## config.mk

```make
export PLATFORM = sky130hd
export DESIGN_NAME = product_accumulator
export DESIGN_NICKNAME = d
export VERILOG_FILES = /design/src/rtl/product_accumulator.sv
export SDC_FILE = /design/constraint.sdc
export NUM_CORES = 1
export LEC_CHECK = 0
export BUFFER_PORTS_ARGS = -buffer_cell sky130_fd_sc_hd__buf_2
export CAP_MARGIN = 10
export CORE_ASPECT_RATIO = 0.6
export CORE_UTILIZATION = 55
export CTS_CLUSTER_DIAMETER = 150
export DETAILED_ROUTE_END_ITERATION = 8
export GPL_TIMING_DRIVEN = 0
export PLACE_DENSITY = 0.82
export SLEW_MARGIN = 20
export SYNTH_ARGS = -nofsm -noshare
export SYNTH_HDL_FRONTEND = slang
export SYNTH_SLANG_ARGS = --single-unit
```

## constraint.sdc

```tcl
create_clock -name clk -period 3.1 [get_ports clk]
set_clock_uncertainty 0.1 [all_clocks]
set_input_delay 0.31 -clock clk [delete_from_list [all_inputs] [get_ports clk]]
set_output_delay 0.31 -clock clk [all_outputs]
set_load 0.01 [all_outputs]
```

## src/rtl/product_accumulator.sv

```systemverilog
// Purpose : sums up to BLOCK_LEN unsigned products per block and presents the total.
// Latency : result valid the cycle after the final accepted beat; one bubble per block.
// Backpr. : in_ready drops while a result waits for out_ready or while clear is high.
//
// Ports:
//   clk, rst            single clock, synchronous active-high reset
//   clear               flush current block and any pending result
//   in_valid/in_ready   product handshake (in_product, in_last = early block end)
//   out_valid/out_ready result handshake (out_sum, out_count, out_ovf)
//
// Build option: define PRODUCT_ACC_SAT_EN to saturate the sum on overflow instead
// of wrapping modulo 2^ACC_W. out_ovf is reported in both builds.
module product_accumulator #(
  parameter int PROD_W    = 32,
  parameter int ACC_W     = 40,
  parameter int BLOCK_LEN = 16
) (
  input  logic              clk,
  input  logic              rst,
  input  logic              clear,
  input  logic              in_valid,
  output logic              in_ready,
  input  logic [PROD_W-1:0] in_product,
  input  logic              in_last,
  output logic              out_valid,
  input  logic              out_ready,
  output logic [ACC_W-1:0]  out_sum,
  output logic [7:0]        out_count,
  output logic              out_ovf
);

  typedef enum logic {
    ACCUM = 1'b0,
    DONE  = 1'b1
  } state_t;

  state_t           state;
  state_t           state_nxt;
  logic [ACC_W-1:0] acc;
  logic [7:0]       cnt;
  logic             ovf;

  logic             beat;
  logic [ACC_W:0]   sum_ext;
  logic             carry;
  logic [7:0]       cnt_inc;
  logic             block_end;
  logic [ACC_W-1:0] acc_upd;

  assign beat      = in_valid && in_ready;
  // One extra bit so the carry out of the accumulator is visible.
  assign sum_ext   = {1'b0, acc} + {{(ACC_W + 1 - PROD_W){1'b0}}, in_product};
  assign carry     = sum_ext[ACC_W];
  assign cnt_inc   = cnt + 8'd1;
  assign block_end = (cnt_inc == 8'(BLOCK_LEN)) || in_last;

`ifdef PRODUCT_ACC_SAT_EN
  // Once the block has overflowed it stays pinned at all ones until it ends.
  assign acc_upd = (carry || ovf) ? {ACC_W{1'b1}} : sum_ext[ACC_W-1:0];
`else
  assign acc_upd = sum_ext[ACC_W-1:0];
`endif

  // State register
  always_ff @(posedge clk) begin
    if (rst) begin
      state <= ACCUM;
    end else if (clear) begin
      state <= ACCUM;
    end else begin
      state <= state_nxt;
    end
  end

  // Next-state logic
  always_comb begin
    state_nxt = state;
    case (state)
      ACCUM:   if (beat && block_end) state_nxt = DONE;
      DONE:    if (out_ready)         state_nxt = ACCUM;
      default: state_nxt = ACCUM;
    endcase
  end

  // Accumulator datapath
  always_ff @(posedge clk) begin
    if (rst || clear) begin
      acc <= '0;
      cnt <= '0;
      ovf <= 1'b0;
    end else if (state == ACCUM) begin
      if (beat) begin
        acc <= acc_upd;
        cnt <= cnt_inc;
        ovf <= ovf | carry;
      end
    end else if (out_ready) begin
      acc <= '0;
      cnt <= '0;
      ovf <= 1'b0;
    end
  end

  // Outputs: result fields are masked to zero outside DONE.
  always_comb begin
    in_ready  = (state == ACCUM) && !clear;
    out_valid = (state == DONE);
    out_sum   = (state == DONE) ? acc : '0;
    out_count = (state == DONE) ? cnt : '0;
    out_ovf   = (state == DONE) ? ovf : 1'b0;
  end

endmodule
```

==> flow_summary.html <==
<table>
<tr><th>Metric</th><th>Value</th></tr>
<tr><th colspan="2">Status</th></tr>
<tr><td>Outcome</td><td>complete, no violations</td></tr>
<tr><th colspan="2">GRT</th></tr>
<tr><td>Via count of the first global-routing pass</td><td>around 4,200</td></tr>
<tr><td>First-pass GRT wire length</td><td>between 20,000 and 25,000 um</td></tr>
<tr><td>Total grt overflow</td><td>0</td></tr>
<tr><td>Number of antenna violations at the first check in global routing</td><td>0</td></tr>
<tr><td>Pin count of the biggest net entering global routing</td><td>17</td></tr>
<tr><td>Global Route Usage Sum</td><td>0.3187</td></tr>
<tr><th colspan="2">Clock network</th></tr>
<tr><td>TritonCTS clock tree</td><td>built</td></tr>
<tr><td>Clk slew on worst S/H paths</td><td>roughly 0.08 ns</td></tr>
<tr><td>Cell at the root of the clock tree</td><td>clkbuf_16</td></tr>
<tr><td>CTS HTree Levels</td><td>2</td></tr>
<tr><td>Total number of clock tree sinks</td><td>50</td></tr>
<tr><td>Source-to-sink clock delay at the later pin of the worst-skew pair</td><td>approximately 0.30 ns</td></tr>
<tr><td>Number of hold buffers added after cts</td><td>0</td></tr>
<tr><td>PostCTS Resize Cnt</td><td>0</td></tr>
<tr><td>Clock buffer count from CTS</td><td>5</td></tr>
<tr><td>Setup repair bufs after CTS</td><td>0</td></tr>
<tr><td>Worst-case clock buffer depth</td><td>2</td></tr>
<tr><th colspan="2">Setup path</th></tr>
<tr><td>Bufs and invs on worst path</td><td>0</td></tr>
<tr><td>Crit path arrival time</td><td>between 3 and 4 ns</td></tr>
<tr><td>Endpoint kind of the worst setup timing path</td><td>flip-flop</td></tr>
<tr><td>Crit-path leading delay family</td><td>compound AO/OA/AOI/OAI gates</td></tr>
<tr><td>CP Max Fanout</td><td>8</td></tr>
<tr><td>Delay contributed by the slowest stage of the critical path</td><td>0.85 ns</td></tr>
<tr><td>Worst setup path category</td><td>flip-flop to flip-flop</td></tr>
<tr><td>Critical path launch point type</td><td>flip-flop</td></tr>
<tr><td>Required time reported for the critical path endpoint</td><td>between 3 and 4 ns</td></tr>
<tr><td>Worst-path cell with the longest stage delay</td><td>a2111oi_0</td></tr>
<tr><td>Cells traversed along the worst timing path</td><td>ha_1, a211o_1, o211ai_1, a21oi_1, o311ai_4, a2111oi_0, nor3_1, o31ai_1</td></tr>
<tr><th colspan="2">Timing</th></tr>
<tr><td>Final worst slack</td><td>between 0.1 and 0.15 ns</td></tr>
<tr><td>Hold violation count in the final report</td><td>0</td></tr>
<tr><td>Final-report max-slew violation count</td><td>0</td></tr>
<tr><td>WHS</td><td>0.2436 ns</td></tr>
<tr><td>Fraction of the cycle the final worst path needs</td><td>0.9571</td></tr>
<tr><td>Final critical delay including setup and external delays</td><td>slightly below 3 ns</td></tr>
<tr><td>Final setup violation count</td><td>0</td></tr>
<tr><td>Achievable Freq</td><td>0.3370 GHz</td></tr>
<tr><td>Max-slew headroom at the worst pin</td><td>0.2284</td></tr>
<tr><td>Setup repair after global routing missed its margin</td><td>false</td></tr>
<tr><td>Least-Margin Pin Slew</td><td>1.157 ns</td></tr>
<tr><th colspan="2">Power</th></tr>
<tr><td>Design Power</td><td>~1.6 mW</td></tr>
<tr><td>Max VDD drop</td><td>0.0002476 V</td></tr>
<tr><td>Leakage power of the design</td><td>2.202 nW</td></tr>
<tr><td>Cell area power density</td><td>about 320 nW/um^2</td></tr>
<tr><th colspan="2">Synthesis</th></tr>
<tr><td>Average cell area after synthesis</td><td>~7.6 sq um</td></tr>
<tr><td>Number of enable flip-flop cells after synthesis</td><td>0</td></tr>
<tr><td>Part of the Yosys area used for sequential elements</td><td>0.2383</td></tr>
<tr><td>Register bit total from synthesis</td><td>50</td></tr>
<tr><td>Predominant post-synthesis flop cell</td><td>dfxtp_1</td></tr>
<tr><td>Yosys warnings</td><td>0</td></tr>
<tr><td>Synthesized cell area</td><td>approximately 4200 sq um</td></tr>
<tr><td>Synthesized net count</td><td>625</td></tr>
<tr><td>Synth Instances</td><td>around 550</td></tr>
<tr><td>Share of async-settable or async-resettable flops after synthesis</td><td>0</td></tr>
<tr><td>Distinct cells, synth</td><td>between 50 and 60</td></tr>
<tr><th colspan="2">Routing</th></tr>
<tr><td>Total wirelength of the detailed-routed design</td><td>roughly 13,000 um</td></tr>
<tr><td>Post-DR vias/cell</td><td>6.198</td></tr>
<tr><td>Final routed DRC violation total</td><td>0</td></tr>
<tr><td>Drt first-iter violations</td><td>472</td></tr>
<tr><td>Routed length per placed instance</td><td>16.80 um</td></tr>
<tr><td>Total number of vias</td><td>around 4,700</td></tr>
<tr><td>Number of detailed-routing iterations run before antenna repair</td><td>5</td></tr>
<tr><td>Remaining antenna violation count</td><td>0</td></tr>
<tr><th colspan="2">Worst hold path</th></tr>
<tr><td>Class of the tightest hold or removal check</td><td>input port to flip-flop</td></tr>
<tr><th colspan="2">Layout</th></tr>
<tr><td>Antenna Cells</td><td>0</td></tr>
<tr><td>Signed area change from the synthesized netlist to the final layout</td><td>17.81%</td></tr>
<tr><td>Layout Cell Area excl Fill</td><td>roughly 4900 sq um</td></tr>
<tr><td>Ratio of cells with drive above 1 in the final layout</td><td>0.1710</td></tr>
<tr><td>Total Nets Final</td><td>between 700 and 800</td></tr>
<tr><td>Most frequent cells in the layout</td><td>buf_2, and2_1, nand2_1, a21oi_1, dfxtp_1</td></tr>
<tr><td>Most frequent standard cell in the layout excluding fill and tap cells</td><td>buf_2</td></tr>
<tr><th colspan="2">Floorplan</th></tr>
<tr><td>Horizontal die dimension</td><td>114.8 um</td></tr>
<tr><td>Number of primary I/O pins</td><td>89</td></tr>
<tr><td>Core Region</td><td>approximately 7300 sq um</td></tr>
<tr><td>Number of placement rows</td><td>24</td></tr>
<tr><td>Initial core utilization</td><td>0.5733</td></tr>
<tr><td>Vert. Die Dim</td><td>about 70 um</td></tr>
<tr><td>Die outline area</td><td>about 8000 sq um</td></tr>
<tr><th colspan="2">Place</th></tr>
<tr><td>Dpl hpwl</td><td>around 9600 um</td></tr>
<tr><td>Post-place setup slack</td><td>-0.06706 ns</td></tr>
<tr><td>Input/output buffers</td><td>around 90</td></tr>
<tr><td>Total cell area at the placement stage</td><td>~4800 sq um</td></tr>
<tr><td>Global placement routability congestion</td><td>0.9444</td></tr>
<tr><th colspan="2">Run</th></tr>
<tr><td>Reported max-cap violation count</td><td>0</td></tr>
</table>
layer usage:
| layer | share of wire | track usage |
|---|---|---|
| met2 | 0.41 | 0.4512 |
| met1 | 0.48 | 0.4857 |
| met4 | 0.0055 | 0.04762 |
| met5 | 0 | 0 |
| met3 | 0.10 | 0.08304 |
metrics by stage:
stage,setup TNS [ns],std cells,utilization
finish,0,753,0.6754
global route,0,753,0.6754
global placement,-0.08128,745,0.6511
CTS,0,753,0.6723
detailed placement,-0.06706,745,0.6511
floorplan,0,553,-
final cells by class:
type	count	area, sq um
buffer	28	110.1
clock buffer	6	138.9
clock inverter	2	16.27
fill	670	2379
inverter	10	37.54
multi-input combinational	465	3074
sequential	50	1001
tap	104	130.1
timing repair buffer	88	440.4
cell usage after synthesis, types with 4 or more instances:
library cell / instances / area [sq um]
a21o_1: 13 / 97.59
nor3_1: 8 / 40.04
nand2_1: 52 / 195.2
clkbuf_1: 24 / 90.09
a211oi_1: 5 / 37.54
a211o_1: 4 / 35.03
ha_1: 33 / 412.9
o21ai_1: 8 / 40.04
a2111oi_0: 4 / 35.03
o31ai_1: 9 / 67.56
or3_1: 7 / 43.79
o21ai_0: 32 / 160.2
buf_2: 4 / 20.02
and2_1: 53 / 331.6
a32o_1: 5 / 50.05
nor2_1: 44 / 165.2
nand4_1: 9 / 56.30
a21oi_1: 51 / 255.2
dfxtp_1: 50 / 1001
nand3_1: 20 / 100.1
o21a_1: 10 / 75.07
nand2b_1: 6 / 37.54
or4_1: 4 / 30.03
a22oi_1: 12 / 90.09
and3_1: 7 / 43.79
nand3b_1: 5 / 37.54
mux2i_1: 4 / 40.04
inv_1: 10 / 37.54
xnor2_1: 16 / 140.1
worst register-to-register path, cell delays in order (launching register included):
cell	delay, ns
dfxtp_1	0.33
ha_1	0.40
a211o_1	0.15
o211ai_1	0.08
a21oi_1	0.38
o311ai_4	0.20
a2111oi_0	0.85
nor3_1	0.15
o31ai_1	0.25
power by group:
part	internal [mW]	leakage, nW	total, mW	switching (mW)
Sequential	0.653	0.404	0.662	0.00906
Clock	0.325	0.0735	0.596	0.270
Combinational	0.111	1.72	0.304	0.193
Total	1.09	2.20	1.56	0.472
final timing paths:
| kind | startpoint | end | slack (ns) | cells after the start |
|---|---|---|---|---|
| max | acc[6]$_SDFFE_PP0P_ | acc[25]$_SDFFE_PP0P_ | 0.13 | 8 |
| min | in_last | out_valid$_SDFF_PP0_ | 0.24 | 3 |
| max reg2reg | acc[6]$_SDFFE_PP0P_ | acc[25]$_SDFFE_PP0P_ | 0.13 | 8 |
| min reg2reg | acc[25]$_SDFFE_PP0P_ | acc[25]$_SDFFE_PP0P_ | 0.37 | 2 |
state kept, by name (all words and copies together) (netlist names):
register and cells:
out_valid 1, ovf 1, cnt 8, acc 40
cells by family (layout without fill, tap and decap cells):
kind of cell | Yosys count | in the layout | share of synthesized area
xor+xnor | 19 | 19 | 0.03962
flops | 50 | 50 | 0.2383
simple gates | 225 | 225 | 0.2794
buf+inv | 38 | 134 | 0.03515
mux | 4 | 4 | 0.009533
compound gates | 183 | 183 | 0.2949
fa+ha+maj | 34 | 34 | 0.1031
No activity file was read; power rests on OpenSTA's default activity.
